### config.mk
export PLATFORM = sky130hd
export DESIGN_NAME = bus_cycle_arbiter
export DESIGN_NICKNAME = d
export VERILOG_FILES = /design/src/rtl/bus_pkg.sv /design/src/rtl/rr_arbiter.sv /design/src/rtl/bus_cycle_arbiter.sv
export SDC_FILE = /design/constraint.sdc
export NUM_CORES = 1
export LEC_CHECK = 0
export BUFFER_PORTS_ARGS = -buffer_cell sky130_fd_sc_hd__buf_2
export CORE_ASPECT_RATIO = 0.7
export CORE_UTILIZATION = 33
export DETAILED_ROUTE_END_ITERATION = 8
export PLACE_DENSITY = 0.6
export SLEW_MARGIN = 0
export SYNTH_ARGS = -nofsm -noshare
export SYNTH_HDL_FRONTEND = slang
export SYNTH_HIERARCHICAL = 1
export SYNTH_SLANG_ARGS = --single-unit
### constraint.sdc
create_clock -name CLK -period 3.8 [get_ports CLK]
set_clock_uncertainty 0.1 [all_clocks]
set_input_delay 0.19 -clock CLK [delete_from_list [all_inputs] [get_ports CLK]]
set_output_delay 0.19 -clock CLK [all_outputs]
set_load 0.03 [all_outputs]
### src/rtl/bus_pkg.sv
// Shared types and defaults for the bus cycle arbiter.
// Contents: one-hot bus cycle state encoding, default address/data widths,
// and the wait counter width (sized for MAX_WAIT up to 255).
package bus_pkg;

    localparam int unsigned DEF_AW = 20;
    localparam int unsigned DEF_DW = 8;
    localparam int unsigned WAIT_W = 8;

    typedef enum logic [5:0] {
        IDLE = 6'b000001,
        T1   = 6'b000010,
        T2   = 6'b000100,
        T3   = 6'b001000,
        TW   = 6'b010000,
        T4   = 6'b100000
    } bus_state_t;

endpackage

### src/rtl/rr_arbiter.sv
// Round-robin requester selection.
// Ports: req (pending requests), ptr (highest-priority index this round),
//        grant (one-hot winner), any_grant (some request present),
//        grant_idx (binary index of the winner).
module rr_arbiter #(
    parameter int unsigned NREQ = 2,
    parameter int unsigned PW   = (NREQ > 1) ? $clog2(NREQ) : 1
) (
    input  logic [NREQ-1:0] req,
    input  logic [PW-1:0]   ptr,
    output logic [NREQ-1:0] grant,
    output logic            any_grant,
    output logic [PW-1:0]   grant_idx
);

    // Scan from ptr upward with wrap; first pending request wins.
    always_comb begin
        int unsigned idx;
        idx       = 0;
        any_grant = 1'b0;
        grant_idx = '0;
        for (int unsigned i = 0; i < NREQ; i++) begin
            idx = (32'(ptr) + i) % NREQ;
            if (!any_grant && req[idx[PW-1:0]]) begin
                any_grant = 1'b1;
                grant_idx = idx[PW-1:0];
            end
        end
        grant = NREQ'(any_grant) << grant_idx;
    end

endmodule

### src/rtl/bus_cycle_arbiter.sv
// Shares one 8086-style multiplexed bus between NREQ requesters, running a
// T1-T2-T3-(TW)*-T4 cycle per transfer with READY-driven wait states and a
// wait-state timeout that ends the cycle with rsp_err.
// Ports: CLK/RESET; requester side req_* in, req_ready (combinational accept),
//        rsp_valid/rsp_rdata/rsp_err in T4; bus side ALE, RD_n, WR_n, IOM,
//        Address, Data_out, Data_oe out and Data_in, READY in.
module bus_cycle_arbiter
    import bus_pkg::*;
#(
    parameter int unsigned NREQ     = 2,
    parameter int unsigned AW       = DEF_AW,
    parameter int unsigned DW       = DEF_DW,
    parameter int unsigned MAX_WAIT = 15
) (
    input  logic               CLK,
    input  logic               RESET,
    input  logic [NREQ-1:0]    req_valid,
    input  logic [NREQ-1:0]    req_write,
    input  logic [NREQ-1:0]    req_iom,
    input  logic [NREQ*AW-1:0] req_addr,
    input  logic [NREQ*DW-1:0] req_wdata,
    output logic [NREQ-1:0]    req_ready,
    output logic [NREQ-1:0]    rsp_valid,
    output logic [DW-1:0]      rsp_rdata,
    output logic               rsp_err,
    output logic               ALE,
    output logic               RD_n,
    output logic               WR_n,
    output logic               IOM,
    output logic [AW-1:0]      Address,
    output logic [DW-1:0]      Data_out,
    output logic               Data_oe,
    input  logic [DW-1:0]      Data_in,
    input  logic               READY
);

    localparam int unsigned PW = (NREQ > 1) ? $clog2(NREQ) : 1;

    bus_state_t          state;
    bus_state_t          next_state;
    logic [PW-1:0]       ptr;
    logic [PW-1:0]       owner;
    logic                write_q;
    logic [WAIT_W-1:0]   wait_cnt;
    logic [NREQ-1:0]     grant;
    logic                any_grant;
    logic [PW-1:0]       grant_idx;
    logic                take_c;
    logic                timeout_c;
    logic                strobe_next_c;

    rr_arbiter #(
        .NREQ (NREQ),
        .PW   (PW)
    ) u_rr (
        .req       (req_valid),
        .ptr       (ptr),
        .grant     (grant),
        .any_grant (any_grant),
        .grant_idx (grant_idx)
    );

    // Accept only when the bus is free (IDLE or the closing T4 cycle).
    assign take_c    = !RESET && any_grant && ((state == IDLE) || (state == T4));
    assign req_ready = take_c ? grant : '0;

    // Last allowed wait state still sees READY low.
    assign timeout_c = (state == TW) && !READY && (wait_cnt >= WAIT_W'(MAX_WAIT));

    assign strobe_next_c = (next_state == T2) || (next_state == T3) || (next_state == TW);

    // State register.
    always_ff @(posedge CLK or posedge RESET) begin
        if (RESET) begin
            state <= IDLE;
        end else begin
            state <= next_state;
        end
    end

    // Next-state logic.
    always_comb begin
        next_state = state;
        case (state)
            IDLE, T4: next_state = any_grant ? T1 : IDLE;
            T1:       next_state = T2;
            T2:       next_state = T3;
            T3:       next_state = READY ? T4 : TW;
            TW:       next_state = (READY || timeout_c) ? T4 : TW;
            default:  next_state = IDLE;
        endcase
    end

    // Payload capture, wait counter and registered bus/response outputs.
    // Outputs are decoded from next_state so they change cleanly with the state.
    always_ff @(posedge CLK or posedge RESET) begin
        if (RESET) begin
            ptr       <= '0;
            owner     <= '0;
            write_q   <= 1'b0;
            IOM       <= 1'b0;
            Address   <= '0;
            Data_out  <= '0;
            wait_cnt  <= '0;
            ALE       <= 1'b0;
            RD_n      <= 1'b1;
            WR_n      <= 1'b1;
            Data_oe   <= 1'b0;
            rsp_valid <= '0;
            rsp_rdata <= '0;
            rsp_err   <= 1'b0;
        end else begin
            if (take_c) begin
                owner    <= grant_idx;
                write_q  <= req_write[grant_idx];
                IOM      <= req_iom[grant_idx];
                Address  <= req_addr[grant_idx*AW +: AW];
                Data_out <= req_wdata[grant_idx*DW +: DW];
                ptr      <= (grant_idx == PW'(NREQ - 1)) ? '0 : grant_idx + 1'b1;
            end
            wait_cnt  <= (next_state == TW) ? wait_cnt + 1'b1 : '0;
            ALE       <= (next_state == T1);
            RD_n      <= !(strobe_next_c && !write_q);
            WR_n      <= !(strobe_next_c && write_q);
            Data_oe   <= strobe_next_c && write_q;
            rsp_valid <= (next_state == T4) ? (NREQ'(1) << owner) : '0;
            rsp_err   <= (next_state == T4) && timeout_c;
            rsp_rdata <= ((next_state == T4) && READY && !write_q) ? Data_in : '0;
        end
    end

endmodule

[Yosys cells after proc, flatten, opt, wreduce, memory -nomap -nowiden]
Index checks and enable logic that the tools add are counted.
Storage, ports and cells
  register bits: 61
  bits of input ports: 73
  output and inout port bits: 46
  logic and storage cells: 80
Operators by class
  $add $sub $neg: 3
  $mul: 1
  magnitude comparators: 4
  equality and inequality tests: 11
  shift operators: 4
  mux-type cells: 21
  reduce and logical (&&, ||, !) cells: 21
Operators by type and width (count)
  40-bit by 7-bit indexed part select with 20-bit output: 1
  6-bit one-hot mux with 5 select lines: 1
  8-bit two-way mux: 2
  16-bit by 5-bit indexed part select with 8-bit output: 1
  1-bit two-way mux: 13
  6-bit by 2-bit == test with 1-bit output, second input constant: 2
  6-bit by 3-bit == test with 1-bit output, second input constant: 2
  6-bit by 4-bit == test with 1-bit output, second input constant: 2
  6-bit by 5-bit == test with 1-bit output, second input constant: 2
  6-bit == test, second input constant: 2
  6-bit two-way mux: 2
  1-bit logical AND: 10
  8-bit by 1-bit adder with 8-bit output, second input constant: 1
  8-bit by 4-bit greater-or-equal comparator with 1-bit output, second input constant: 1
  6-bit by 1-bit == test with 1-bit output, second input constant: 1
  1-bit logical NOT: 6
  1-bit by 2-bit less-than comparator with 1-bit output, second input constant: 3
  2-bit two-way mux: 3
  1-bit logical OR: 4
  1-bit by 3-bit multiplier with 4-bit output, second input constant: 1
  1-bit adder, second input constant: 2
  2-bit OR reduction: 1
  1-bit by 1-bit left shift with 2-bit output: 1
  1-bit by 1-bit left shift with 2-bit output, first input constant: 1

[Longest topological paths before layout]
  depth in word-level cells: 13
  depth in mapped cells: 6
  gate-level depth less buffers: 4

[Cells and area by module]
The synthesis kept the hierarchy.
By module, submodules not included
  bus_cycle_arbiter: instances 1, cells an instance 211, area each 2922.8 sq um, sequential area each 1530.2 sq um
  rr_arbiter: instances 1, cells an instance 5, area each 32.5 sq um, sequential area each 0.0 sq um

[Worst setup path before layout]
OpenSTA, ideal clock, no wires.
  path type: input to output
  start: input RESET
  end: output req_ready[0]
  arrival time: 1.996 ns
  required time: 3.510 ns
  setup slack: 1.514 ns
  cell stages on the path: 2
  path buffers: 0
  cell sequence: inv_1 > and3_1
Between the ends
  longest elaborated chain between the ends: 4
RTL lines
  start: declaration: RTL line bus_cycle_arbiter.sv:16  | input logic RESET,
  1-bit logical NOT (no line)
  1-bit logical AND (2 in a row): RTL line bus_cycle_arbiter.sv:64  | assign take_c = !RESET && any_grant && ((state == IDLE) || (state == T4));
  2-bit two-way mux: RTL line bus_cycle_arbiter.sv:65  | assign req_ready = take_c ? grant : '0;
  end: declaration: RTL line bus_cycle_arbiter.sv:22  | output logic [NREQ-1:0] req_ready,
No other way between the ends.

[Worst setup path after layout]
  start: register state[3]
  end: register Data_out[1]
Between the ends
  longest elaborated chain between the ends: 3
  elaborated cells on any way between the ends: 4
  those cells by class: eq/ne (2); reduce/logical (2)
RTL lines
  start: declaration: RTL line bus_cycle_arbiter.sv:39  | bus_state_t state;
  start signal: assignment: RTL line bus_cycle_arbiter.sv:77  | state <= next_state;
  6-bit by 1-bit == test with 1-bit output / 6-bit == test (equally long branches): RTL line bus_cycle_arbiter.sv:64
  1-bit logical OR *: RTL line bus_cycle_arbiter.sv:64
  1-bit logical AND *: RTL line bus_cycle_arbiter.sv:64
  end signal: assignment: RTL line bus_cycle_arbiter.sv:118  | Data_out <= req_wdata[grant_idx*DW +: DW];
  end: declaration: RTL line bus_cycle_arbiter.sv:31  | output logic [DW-1:0] Data_out,
Every way passes the cells marked *; elsewhere a longest branch is shown, timed or not.
A chain may end at the register's enable or synchronous reset.

==> results.ini <==
[sta]
hold_viol_final = 0
worst_pin_slew_ns = 1.05
timing.final.crit_share_pct = 72.7
final-max-slew-violation-count = 0
setup_violations = 0
hold_ws_ns = 0.0283
rsz0062_at_grt = false
period_needed_ns = 2.76
timing.setup.tns_ns = 0
timing.fmax_mhz = 362
max_slew_margin_pct = 29.8

[die]
io_pins = 119
num_rows = 28
fp.dieH_um = 81.2
die_area_um2 = 9340
core_area_um2 = 8580
die_width_um = 115
initial_utilization_pct = 34.4

[place]
portBuffers = 118
gp_congestion = 0.724
placed_cells = 445
post-dp-hpwl_um = 4330

[routing]
wl_per_cell_um = 13.3
drc_errors = 0
drt-initial-drc-count = 69
vias = 2086
drt-pass1-iter-count = 4
final_antenna_net_count = 0
postRouteWirelength_um = 6230
vias_per_cell = 4.45

[job]
maxCapViolCount = 0

[global_routing]
grt_max_degree = 62
grt_pass1_vias = 1926
grt_use_total_pct = 14.1
overflow = 0
antenna_found_initial = 0
grt_pass1_wl_um = 9640

[synthesis]
synth_seq_cells = 61
yosysWarnings = 6
yosys.area.top_type = dfrtp_1
syn_nets = 290
synthFlopType = dfrtp_1
synthArstFlopShare_pct = 100
yosys.area.top_type_share_pct = 49.1
synth_cell_types = 40
syn_area_um2 = 2960
synth-seq-area-share_pct = 51.8
synth_edf_count = 0
synth_area_leaders = dfrtp_1, mux2_4, mux2_2
synth_cells = 216
syn_area_per_cell_um2 = 13.7

[clock_tree]
clock_latency_ns = 0.32
clk_pin_slew_worst_paths_ns = 0.05
clk_root_buffer_cell = clkbuf_16
clockBufferDepth = 2
ctsResizeCount = 0
numCtsBuffers = 9
htreeDepth = 3
cts_tree = yes
cts_sinks = 61

[worst_setup_path]
cp_slowest_cell = or4_2
crit_fanout = 32
critPathBufInv = 0
worstSetupStartpointType = flop
cp_slowest_stage_delay_ns = 1.17
critPathRequiredTime_ns = 3.90
worstSetupPathType = reg2reg
crit_family = simple AND/OR/NAND/NOR gates
crit_chain = or3_4 -> or4_2 -> mux2_4
end_kind = flop
cp_data_arrival_time_ns = 2.86

[cells_and_area]
drive_above_1_share_pct = 60.2
finalNonFillerCells = 469
fin_nets = 418
num-fill-cells = 809
n_antenna_cell = 0
area_growth_pct = 35.4

[power]
power_density_nw_per_um2 = 736
p_leak_nw = 2.03
ir_drop_mv = 0.318

[run_status]
status = complete, no violations

[worst_hold_path]
min_path_type = in2async

[what timing repair did]
item	in CTS	in global routing
setup buffers	0	0
hold endpoints to repair	8	0
hold buffers	8	0
[metrics by stage]
step / setup WS (ns) / power, mW / util, % / cell area, µm²
3_5_place_dp: 1.02 / 2.23 / 42.5 / 3650
4_1_cts: 1.01 / 2.98 / 46.6 / 4000
2_1_floorplan: 1.51 / 1.92 / - / 2960
5_1_grt: 0.937 / 3.11 / 46.6 / 4000
3_3_place_gp: 1.09 / 2.20 / 42.5 / 3650
6_report: 1.04 / 2.94 / 46.6 / 4000
[metal layers]
metal / share of wire (%) / GRT usage, % / vias to the layer above
met5: 0 / 0 / -
met4: 1.4 / 5.84 / 0
met3: 6.6 / 4.78 / 8
met2: 44 / 20.2 / 81
met1: 48 / 19.3 / 965
li1: - / - / 1032
[registers in the layout (all words and copies together) (netlist names), 2 cells and up]
| signal | flops |
|---|---|
| wait_cnt | 8 |
| Data_out | 8 |
| rsp_valid | 2 |
| rsp_rdata | 8 |
| state | 6 |
| Address | 20 |
[cell families (layout without fill, tap and decap cells)]
kind of cell	after synthesis	in the layout	synth area share [%]
compound gates	23	23	5.97
xor+xnor	7	7	2.07
fa+ha+maj	1	1	0.423
buf+inv	19	152	3.60
flops	61	61	51.8
mux	62	62	27.1
simple gates	43	43	9.10
[final timing paths]
| path | startpoint | slack (ns) | cells after the start | endpoint |
|---|---|---|---|---|
| min in group CLK | req_write[0] | 0.06 | 3 | write_q$_DFFE_PP0P_ |
| worst min-delay path | RESET | 0.03 | 3 | Address[14]$_DFFE_PP0P_ |
| max in group asynchronous | RESET | 3.08 | 3 | Data_out[0]$_DFFE_PP0P_ |
| worst max-delay path | state[3]$_DFF_PP0_ | 1.04 | 3 | Data_out[1]$_DFFE_PP0P_ |
| worst max register to register | state[3]$_DFF_PP0_ | 1.04 | 3 | Data_out[1]$_DFFE_PP0P_ |
| worst min register to register | wait_cnt[0]$_DFF_PP0_ | 0.39 | 1 | wait_cnt[0]$_DFF_PP0_ |
[cells in the mapped netlist (all sizes together), types with 2 or more instances]
master / instances
a211oi: 2
a21boi: 4
a21oi: 5
a22oi: 3
a31o: 2
a31oi: 2
and2: 8
and3: 3
buf: 11
dfrtp: 58
dfstp: 3
inv: 7
mux2: 59
mux2i: 3
nand2: 4
nand2b: 2
nand3: 3
nor2: 3
nor3: 3
nor3b: 2
o21ai: 3
or3: 4
or4: 6
xnor2: 4
xor2: 3
[worst reg2reg max path, cell delays in order, from the launching register on]
cell and delay (ns):
dfrtp_1 0.44, or3_4 0.44, or4_2 1.17, mux2_4 0.49
[where the power goes]
part / switching (mW) / total, mW / leakage, nW / internal, mW
clock: 0.289 / 0.728 / 0.132 / 0.439
combinational: 0.670 / 1.22 / 1.13 / 0.549
sequential: 0.130 / 0.996 / 0.769 / 0.867
total: 1.09 / 2.94 / 2.03 / 1.85
[layout make-up]
cell class	count	area (µm²)	area share, %
Multi-Input combinational cell	136	1330	33.3
Sequential cell	61	1530	38.3
Timing Repair Buffer	129	693	17.3
Inverter	7	26.3	0.657
Clock inverter	6	40.0	1.00
Clock buffer	10	229	5.72
Tap cell	120	150	3.75
[cell usage in the layout, fill, tap and decap left out, drive strengths merged, types with 2 or more instances in the layout]
master | synthesis | layout
buf | 11 | 121
mux2 | 59 | 59
dfrtp | 58 | 58
clkbuf | 1 | 10
and2 | 8 | 8
dlygate4sd3 | 0 | 8
inv | 7 | 7
or4 | 6 | 6
a21oi | 5 | 5
clkinv | 0 | 5
xnor2 | 4 | 4
nand2 | 4 | 4
or3 | 4 | 4
a21boi | 4 | 4
dfstp | 3 | 3
and3 | 3 | 3
nor2 | 3 | 3
xor2 | 3 | 3
nor3 | 3 | 3
nand3 | 3 | 3
o21ai | 3 | 3
a22oi | 3 | 3
mux2i | 3 | 3
nand2b | 2 | 2
nor3b | 2 | 2
a211oi | 2 | 2
a31o | 2 | 2
a31oi | 2 | 2
(Power assumes the default switching activity.)
